[config.mk]
export PLATFORM = sky130hd
export DESIGN_NAME = lf_spi_cmd_decoder
export DESIGN_NICKNAME = d
export VERILOG_FILES = /design/src/rtl/lf_spi_cmd_decoder_pkg.sv /design/src/rtl/lf_spi_cmd_decoder_sync_edge.sv /design/src/rtl/lf_spi_cmd_decoder.sv
export SDC_FILE = /design/constraint.sdc
export NUM_CORES = 1
export LEC_CHECK = 0
export BUFFER_PORTS_ARGS = -buffer_cell sky130_fd_sc_hd__buf_2
export CAP_MARGIN = 20
export CELL_PAD_IN_SITES_DETAIL_PLACEMENT = 1
export CELL_PAD_IN_SITES_GLOBAL_PLACEMENT = 1
export CORE_MARGIN = 8
export CORE_UTILIZATION = 42
export DETAILED_ROUTE_END_ITERATION = 10
export PLACE_DENSITY = 0.84
export SETUP_SLACK_MARGIN = 0.3
export SYNTH_ARGS = -nofsm -noshare
export SYNTH_HDL_FRONTEND = slang
export SYNTH_HIERARCHICAL = 1
export SYNTH_SLANG_ARGS = --single-unit
[constraint.sdc]
create_clock -name i_pck0 -period 2.1 [get_ports i_pck0]
set_clock_uncertainty 0.1 [all_clocks]
set_input_delay 0.42 -clock i_pck0 [delete_from_list [all_inputs] [get_ports i_pck0]]
set_output_delay 0.42 -clock i_pck0 [all_outputs]
set_load 0.03 [all_outputs]
[src/rtl/lf_spi_cmd_decoder_pkg.sv]
// lf_spi_cmd_decoder_pkg
// Shared LF FPGA definitions: ARM command codes, major-mode codes, LF option
// bit positions, frame geometry and the decoder FSM state type.
package lf_spi_cmd_decoder_pkg;

  localparam logic [3:0] FPGA_CMD_SET_CONFREG                = 4'h1;
  localparam logic [3:0] FPGA_CMD_SET_DIVISOR                = 4'h2;
  localparam logic [3:0] FPGA_CMD_SET_EDGE_DETECT_THRESHOLD  = 4'h3;

  localparam logic [2:0] FPGA_MAJOR_MODE_LF_ADC              = 3'd0;
  localparam logic [2:0] FPGA_MAJOR_MODE_LF_EDGE_DETECT      = 3'd1;
  localparam logic [2:0] FPGA_MAJOR_MODE_LF_PASSTHRU         = 3'd2;

  localparam int LF_MAJOR_MODE_LSB    = 6;
  localparam int LF_TOGGLE_MODE_BIT   = 1;
  localparam int LF_READER_FIELD_BIT  = 0;

  localparam logic [7:0] LF_DEFAULT_DIVISOR   = 8'd95;
  localparam logic [7:0] LF_DEFAULT_THRESHOLD = 8'd127;

  localparam logic [4:0] FRAME_BITS   = 5'd16;
  localparam logic [4:0] BIT_CNT_SAT  = 5'd17;

  typedef enum logic [1:0] {
    ST_IDLE   = 2'd0,
    ST_SHIFT  = 2'd1,
    ST_DECODE = 2'd2
  } state_t;

  function automatic logic [4:0] bit_cnt_inc(input logic [4:0] cnt);
    return (cnt == BIT_CNT_SAT) ? cnt : cnt + 5'd1;
  endfunction

endpackage

[src/rtl/lf_spi_cmd_decoder_sync_edge.sv]
// lf_spi_cmd_decoder_sync_edge
// Multi-flop synchroniser for one asynchronous pin, followed by one history
// flop that yields single-cycle rise/fall pulses in the clock domain.
// Ports:
//   i_clk    clock
//   i_rst_n  asynchronous active-low reset (all flops load RST_VAL)
//   i_d      asynchronous input pin
//   o_sync   synchronised level
//   o_rise   one-cycle pulse on synchronised 0->1
//   o_fall   one-cycle pulse on synchronised 1->0
module lf_spi_cmd_decoder_sync_edge #(
  parameter int   STAGES  = 2,     // minimum 2
  parameter logic RST_VAL = 1'b0
) (
  input  logic i_clk,
  input  logic i_rst_n,
  input  logic i_d,
  output logic o_sync,
  output logic o_rise,
  output logic o_fall
);

  logic [STAGES-1:0] r_sync;
  logic              r_prev;

  always_ff @(posedge i_clk or negedge i_rst_n) begin
    if (!i_rst_n) begin
      r_sync <= {STAGES{RST_VAL}};
      r_prev <= RST_VAL;
    end else begin
      r_sync <= {r_sync[STAGES-2:0], i_d};
      r_prev <= r_sync[STAGES-1];
    end
  end

  assign o_sync = r_sync[STAGES-1];
  assign o_rise =  o_sync & ~r_prev;
  assign o_fall = ~o_sync &  r_prev;

endmodule

[src/rtl/lf_spi_cmd_decoder.sv]
// lf_spi_cmd_decoder
// Receives 16-bit ARM command frames on spck/mosi/ncs, synchronises them into
// the pck0 domain, rejects frames that are not exactly 16 bits, and decodes
// SET_CONFREG / SET_DIVISOR / SET_EDGE_DETECT_THRESHOLD into registered
// configuration outputs.
// Optional feature macro: FPGA_CMD_READBACK_EN (status word shifted out on
// miso during each frame; without it miso is tied low).
// Ports:
//   i_pck0             system clock, rising edge
//   i_nreset           asynchronous active-low reset
//   i_spck             SPI clock (asynchronous, <= pck0/4)
//   i_mosi             SPI data, sampled on spck rise
//   i_ncs              SPI chip select, active low
//   o_miso             SPI readback data
//   o_conf_word[8:0]   [8:6] major mode, [1] toggle mode, [0] reader field
//   o_divisor[7:0]     clk_divider divide value
//   o_lf_ed_threshold  edge-detect threshold
//   o_cfg_strobe       one-cycle pulse on any register update
//   o_frame_err        one-cycle pulse on a frame not exactly 16 bits
//
// state  | meaning
// IDLE   | waiting for ncs fall (or a fall latched during DECODE)
// SHIFT  | collecting mosi bits on spck rise until ncs rises
// DECODE | one cycle: apply command or flag frame error
module lf_spi_cmd_decoder
  import lf_spi_cmd_decoder_pkg::*;
#(
  parameter int         SYNC_STAGES       = 2,
  parameter logic [7:0] DEFAULT_DIVISOR   = LF_DEFAULT_DIVISOR,
  parameter logic [7:0] DEFAULT_THRESHOLD = LF_DEFAULT_THRESHOLD
) (
  input  logic       i_pck0,
  input  logic       i_nreset,
  input  logic       i_spck,
  input  logic       i_mosi,
  input  logic       i_ncs,
  output logic       o_miso,
  output logic [8:0] o_conf_word,
  output logic [7:0] o_divisor,
  output logic [7:0] o_lf_ed_threshold,
  output logic       o_cfg_strobe,
  output logic       o_frame_err
);

  localparam int SETTLE_W = $clog2(SYNC_STAGES + 2);
  localparam logic [SETTLE_W-1:0] SETTLE_LOAD = SETTLE_W'(SYNC_STAGES + 1);

  logic w_spck_sync, w_spck_rise, w_spck_fall;
  logic w_mosi_sync, w_mosi_rise, w_mosi_fall;
  logic w_ncs_sync,  w_ncs_rise,  w_ncs_fall;

  lf_spi_cmd_decoder_sync_edge #(.STAGES(SYNC_STAGES), .RST_VAL(1'b0)) u_sync_spck (
    .i_clk(i_pck0), .i_rst_n(i_nreset), .i_d(i_spck),
    .o_sync(w_spck_sync), .o_rise(w_spck_rise), .o_fall(w_spck_fall));

  lf_spi_cmd_decoder_sync_edge #(.STAGES(SYNC_STAGES), .RST_VAL(1'b0)) u_sync_mosi (
    .i_clk(i_pck0), .i_rst_n(i_nreset), .i_d(i_mosi),
    .o_sync(w_mosi_sync), .o_rise(w_mosi_rise), .o_fall(w_mosi_fall));

  lf_spi_cmd_decoder_sync_edge #(.STAGES(SYNC_STAGES), .RST_VAL(1'b1)) u_sync_ncs (
    .i_clk(i_pck0), .i_rst_n(i_nreset), .i_d(i_ncs),
    .o_sync(w_ncs_sync), .o_rise(w_ncs_rise), .o_fall(w_ncs_fall));

  state_t               r_state, w_state_nxt;
  logic [15:0]          r_shift;
  logic [4:0]           r_bit_cnt;
  logic [8:0]           r_conf;
  logic [7:0]           r_div;
  logic [7:0]           r_thr;
  logic                 r_strobe;
  logic                 r_err;
  logic                 r_fall_pend;
  logic [SETTLE_W-1:0]  r_settle;
  logic                 r_armed;

  logic w_ncs_start, w_start, w_shift_en, w_decode_ok, w_decode_bad;

  // The ncs synchroniser resets high, so a pin already low at reset release
  // would look like a falling edge. Frame starts are only accepted once the
  // synchroniser has flushed and ncs has been seen high (idle bus).
  always_ff @(posedge i_pck0 or negedge i_nreset) begin
    if (!i_nreset) begin
      r_settle <= SETTLE_LOAD;
      r_armed  <= 1'b0;
    end else begin
      if (r_settle != '0) r_settle <= r_settle - 1'b1;
      if (r_settle == '0 && w_ncs_sync) r_armed <= 1'b1;
    end
  end

  assign w_ncs_start = w_ncs_fall & r_armed;

  always_ff @(posedge i_pck0 or negedge i_nreset) begin
    if (!i_nreset) r_state <= ST_IDLE;
    else           r_state <= w_state_nxt;
  end

  always_comb begin
    w_state_nxt  = r_state;
    w_start      = 1'b0;
    w_shift_en   = 1'b0;
    w_decode_ok  = 1'b0;
    w_decode_bad = 1'b0;
    case (r_state)
      ST_IDLE: begin
        if (w_ncs_start || r_fall_pend) begin
          w_state_nxt = ST_SHIFT;
          w_start     = 1'b1;
        end
      end
      ST_SHIFT: begin
        // ncs rise wins over a coincident spck rise; that bit is dropped.
        if (w_ncs_rise)       w_state_nxt = ST_DECODE;
        else if (w_spck_rise) w_shift_en  = 1'b1;
      end
      ST_DECODE: begin
        w_state_nxt = ST_IDLE;
        if (r_bit_cnt == FRAME_BITS) w_decode_ok  = 1'b1;
        else                         w_decode_bad = 1'b1;
      end
      default: w_state_nxt = ST_IDLE;
    endcase
  end

  always_ff @(posedge i_pck0 or negedge i_nreset) begin
    if (!i_nreset) begin
      r_shift     <= '0;
      r_bit_cnt   <= '0;
      r_conf      <= '0;
      r_div       <= DEFAULT_DIVISOR;
      r_thr       <= DEFAULT_THRESHOLD;
      r_strobe    <= 1'b0;
      r_err       <= 1'b0;
      r_fall_pend <= 1'b0;
    end else begin
      // A new frame starting during DECODE is picked up from IDLE next cycle.
      r_fall_pend <= (r_state == ST_DECODE) && w_ncs_start;
      r_strobe    <= 1'b0;
      r_err       <= w_decode_bad;

      if (w_start) begin
        r_shift   <= '0;
        r_bit_cnt <= '0;
      end else if (w_shift_en) begin
        r_shift   <= {r_shift[14:0], w_mosi_sync};
        r_bit_cnt <= bit_cnt_inc(r_bit_cnt);
      end

      if (w_decode_ok) begin
        case (r_shift[15:12])
          FPGA_CMD_SET_CONFREG: begin
            r_conf   <= r_shift[8:0];
            r_strobe <= 1'b1;
            // Entering edge-detect mode restarts from the default threshold.
            if (r_shift[8:6] == FPGA_MAJOR_MODE_LF_EDGE_DETECT)
              r_thr <= DEFAULT_THRESHOLD;
          end
          FPGA_CMD_SET_DIVISOR: begin
            r_div    <= r_shift[7:0];
            r_strobe <= 1'b1;
          end
          FPGA_CMD_SET_EDGE_DETECT_THRESHOLD: begin
            r_thr    <= r_shift[7:0];
            r_strobe <= 1'b1;
          end
          default: ;
        endcase
      end
    end
  end

  assign o_conf_word       = r_conf;
  assign o_divisor         = r_div;
  assign o_lf_ed_threshold = r_thr;
  assign o_cfg_strobe      = r_strobe;
  assign o_frame_err       = r_err;

`ifdef FPGA_CMD_READBACK_EN
  logic [15:0] r_tx;
  logic [3:0]  r_err_cnt;

  always_ff @(posedge i_pck0 or negedge i_nreset) begin
    if (!i_nreset) begin
      r_tx      <= '0;
      r_err_cnt <= '0;
    end else begin
      if (w_start)
        r_tx <= {r_err_cnt, 3'b000, r_conf};
      else if (r_state == ST_SHIFT && w_spck_fall)
        r_tx <= {r_tx[14:0], 1'b0};
      if (w_decode_bad && r_err_cnt != 4'hF)
        r_err_cnt <= r_err_cnt + 4'd1;
    end
  end

  assign o_miso = (r_state == ST_SHIFT) & r_tx[15];

  logic w_unused_sync;
  assign w_unused_sync = &{1'b0, w_spck_sync, w_mosi_rise, w_mosi_fall};
`else
  assign o_miso = 1'b0;

  logic w_unused_sync;
  assign w_unused_sync = &{1'b0, w_spck_sync, w_spck_fall, w_mosi_rise, w_mosi_fall};
`endif

endmodule

* Word level (Yosys, flattened, before mapping)
Index checks and enable logic that the tools add are counted.
** Operators by class
- Add/sub/neg operators :: 2
- Equality and inequality tests :: 12
- Mux-type cells :: 21
- Bitwise logic cells :: 7
- Reductions and logical operators :: 14
** Operators by type and width (count)
- $mux 16 :: 2
- $pmux 8 s2 :: 1
- $mux 5 :: 3
- $mux 1 :: 11
- $eq 5x5->1 const B :: 2
- $eq 4x2->1 const B :: 2
- $mux 8 :: 1
- $reduce_and 2->1 :: 4
- $ne 2x2->1 const B :: 3
- $reduce_bool 2->1 :: 3
- $add 5x1->5 const B :: 1
- $and 1x1->1 :: 4
- $eq 4x1->1 const B :: 1
- $logic_not 2->1 :: 2
- $mux 2 :: 2
- $pmux 2 s2 :: 1
- $eq 3x1->1 const B :: 1
- $not 1->1 :: 3
- $reduce_and 3->1 :: 1
- $reduce_or 3->1 :: 1
- $eq 2x1->1 const B :: 1
- $eq 2x2->1 const B :: 1
- $logic_and 1x1->1 :: 2
- $ne 2x1->1 const B :: 1
- 2 further kinds :: 2
** Storage, ports and cells
- Register bits after elaboration :: 62
- Bits of input ports :: 5
- Output and inout bits :: 28
- Logic and storage cells :: 72

* Logic depth before layout (Yosys ltp)
- Depth after elaboration :: 8
- Depth in mapped cells :: 6
- Mapped depth without buffers :: 5

* Modules after synthesis
Netlist, hierarchy kept.
** By module, submodules not included
- lf_spi_cmd_decoder :: times used 1, cells an instance 169, area each 2283.4 um2, seq. area each 1370.1 um2
- lf_spi_cmd_decoder_sync_edge (u_sync_mosi ...) :: times used 2, cells an instance 5, area each 90.1 um2, seq. area each 75.1 um2
- lf_spi_cmd_decoder_sync_edge (u_sync_ncs) :: times used 1, cells an instance 5, area each 93.8 um2, seq. area each 78.8 um2

* Worst setup path before layout
Ideal clock, no wire load.
- Path type :: register to register
- Start :: reg r_shift[15]
- End :: reg r_thr[7] (netlist: o_lf_ed_threshold[7])
- Setup time :: 0.125 ns
- Arrival time :: 1.804 ns
- Required time :: 1.875 ns
- Slack :: 0.071 ns
- Stages on the path, launching flop included :: 4
- Path buffers :: 0
- Period minus slack after synthesis :: 2.029 ns
- Cells stage by stage :: dfrtp_1 > or3b_4 > a2111oi_4 > mux2_4
** Between the ends
- Longest elaborated chain between the ends :: 3
- Elaborated cells on any way between the ends :: 6
- Those cells by class :: 3 x eq/ne; 1 x mux; 2 x reduce/logical
** Ends and longest elaborated chain
- from (decl) :: line lf_spi_cmd_decoder.sv:65 : logic [15:0] r_shift;
- from (signal assigned) :: line lf_spi_cmd_decoder.sv:145 : r_shift <= {r_shift[14:0], w_mosi_sync};
- $eq 4x1->1 or $eq 4x2->1 (tied branches) :: line lf_spi_cmd_decoder.sv:150 : case (r_shift[15:12])
- $ne 2x2->1 (no source line) or $reduce_bool 2->1 (tied branches)
- $reduce_and 3->1 (no source line)
- to (signal assigned) :: line lf_spi_cmd_decoder.sv:163 : r_thr <= r_shift[7:0];
- to (decl) :: line lf_spi_cmd_decoder.sv:69 : logic [7:0] r_thr;
Parallel ways exist; a longest one is shown, timed or not.
A chain may end at the register's enable or synchronous reset.

* Worst setup path in the final report
- Start :: reg r_shift[8]
- End :: reg r_thr[5] (netlist: o_lf_ed_threshold[5])
** Between the ends
- Longest elaborated chain between the ends :: 3
** Ends and longest elaborated chain
- $eq 3x1->1 :: line lf_spi_cmd_decoder.sv:155 : if (r_shift[8:6] == FPGA_MAJOR_MODE_LF_EDGE_DETECT)
- $ne 2x2->1 (no source line)
- $reduce_and 3->1 (no source line)
Every way passes these cells.

==> run_results.csv <==
group,metric,value,unit
outcome,status,"finished clean",
cts,cts_buffers,9,
synthesis,synth_fp_nets,189,
cts,htreeDepth,3,
layout,antenna_cells,0,
worst_setup_path,worstSetupEndpointType,"register",
routing,totalWireLength,7.19,mm
power_and_ir_drop,vdd_ir_drop_max,656,uV
sta,slew_violations,0,
layout,mostFrequentLayoutCell,"dfrtp_1",
floorplan,core_area,5850,um2
cts,cts_root_buf,"clkbuf_8",
grt,grt_max_degree,63,
grt,grt_overflow,0,
worst_setup_path,critPathMaxStageDelay,0.43,ns
layout,drive_above_1_share,53.6,%
grt,grt_antenna_before_repair,0,
worst_setup_path,cp.required,2.26,ns
floorplan,rows,28,
cts,cts.sinks,62,
flow_run,cap_violations,0,
placement,io_buffers,31,
worst_setup_path,path_cells,"or3b_4, a2111oi_4, buf_12, buf_4, mux2i_2",
layout,fin_nets,256,
worst_hold_path,hold_end,"u_sync_ncs/r_sync[0]",
worst_setup_path,cp_top_family,"simple AND/OR/NAND/NOR gates",
sta,max_freq,0.505,GHz
worst_setup_path,crit_path_start,"r_shift[8]",
routing,viasPerCell,5.31,
routing,drc,0,
sta,setup_ws,0.121,ns
synthesis,postSynthCellCount,180,
routing,wl_per_cell,22.0,um
grt,grt_pass1_wl,10.4,mm
worst_setup_path,r2r-start,"r_shift[8]",
sta,setup_tns,0,ns
routing,vias,1736,
grt,grt_pass1_vias,1885,
power_and_ir_drop,power_leakage,1.66,nW
cts,cts_max_path_buffers,2,
worst_setup_path,reg2regPathDepth,5,
sta,period_share,94.2,%
power_and_ir_drop,p_per_area,853,nW/um2
synthesis,synth.avg_cell_area,13.9,um2
worst_hold_path,holdCritPathClass,"input pin to register",
layout,area_growth,36.9,%
worst_setup_path,r2r_slack,0.12,ns
sta,min_period,1.98,ns
cts,clk_pin_slew,0.08,ns
placement,dp_cells,288,
floorplan,die-area,8700,um2
worst_hold_path,hold_depth,1,
worst_setup_path,cpMaxStageDelayCell,"or3b_4",
layout,final_cell_mix,"dfrtp_1, buf_2, buf_4",
layout,stdcell_count,327,
routing,initialDrtViolationCount,75,
worst_setup_path,cp_max_fo,7,
synthesis,yosys_warnings,6,
sta,hold_violations,0,
worst_setup_path,crit_path_start_kind,"register",
cts,cts_tree,"yes",
sta,finalSetupViolCount,0,
placement,place_hpwl,3.77,mm
worst_hold_path,min_from,"i_ncs",
floorplan,initial_utilization,42.9,%
worst_setup_path,worst-setup-path-type,"register to register",
synthesis,synthesis.area,2510,um2
floorplan,io_pins,33,
placement,dp_slack,0.0691,ns
sta,grt_setup_unrepaired,"true",
worst_setup_path,crit_buf_inv,2,
floorplan,die_h,93.3,um
floorplan,die_x,93.3,um
placement,gp_congestion,0.692,
grt,grt_usage,15.9,%
worst_setup_path,cp.arrival,2.14,ns
worst_setup_path,r2r-end,"o_lf_ed_threshold[5]",
routing,ant_nets,0,
routing,drt_first_pass_iters,4,
cts,clk_latency,0.34,ns
## where the power goes
group	switching, mW	internal (mW)	total (mW)
Clock	0.485	0.782	1.27
Sequential	0.0475	1.24	1.29
Combinational	0.192	0.182	0.374
## layout make-up
type / instances / area (um2)
clock buffers: 9 / 124
clock inverters: 7 / 113
fillers: 573 / 2420
inverters: 14 / 52.6
multi-input cells: 98 / 991
flip-flops and latches: 62 / 1580
well taps: 75 / 93.8
repair buffers: 62 / 485
## how the worst max path moves through the flow
stage | endpoint | slack [ns] | cells after the start
floorplan | o_lf_ed_threshold[7] | 0.07 | 5
global placement | o_divisor[7] | 0.1 | 3
global route | o_lf_ed_threshold[0] | 0.09 | 5
detailed placement | r_shift[2] | 0.07 | 4
finish | o_lf_ed_threshold[5] | 0.12 | 5
CTS | o_conf_word[8] | 0.15 | 4
## through the flow
step	instance area [um2]	utilization, %	hold WS (ns)	power (mW)
2_1_floorplan	2580	-	0.0244	1.44
3_3_place_gp	2880	49.3	0.233	1.52
3_5_place_dp	2880	49.3	0.240	1.53
4_1_cts	3300	56.5	0.0651	2.86
5_1_grt	3430	58.7	0.0639	3.02
6_report	3430	58.7	0.0855	2.93
## what timing repair did
item	in CTS	in global routing
pin swaps	4	3
gates cloned	0	1
setup buffers	13	8
hold buffers	1	0
hold endpoints to repair	31	0
setup endpoints to repair	42	45
resized for setup	11	9
## registers in the layout, summed over array words and instances, names as in the netlist
register and cells:
r_bit_cnt 5, o_divisor 8, o_cfg_strobe 1, u_sync_spck/r_sync 2, u_sync_spck/r_prev 1, o_conf_word 9, u_sync_mosi/r_sync 2, r_settle 2
o_lf_ed_threshold 8, o_frame_err 1, r_fall_pend 1, r_shift 16, r_state 2, u_sync_ncs/r_sync 2, r_armed 1, u_sync_ncs/r_prev 1
## layer usage
| layer | global-route usage [%] | wire length [um] | vias to the layer above | share of wire [%] |
|---|---|---|---|---|
| met4 | 7.52 | 206 | 0 | 2.9 |
| met2 | 27.6 | 3850 | 58 | 54 |
| li1 | - | - | 760 | - |
| met1 | 17.6 | 2760 | 902 | 38 |
| met5 | 0 | 0 | - | 0 |
| met3 | 4.17 | 371 | 16 | 5.2 |
No activity file was read; power rests on OpenSTA's default activity.
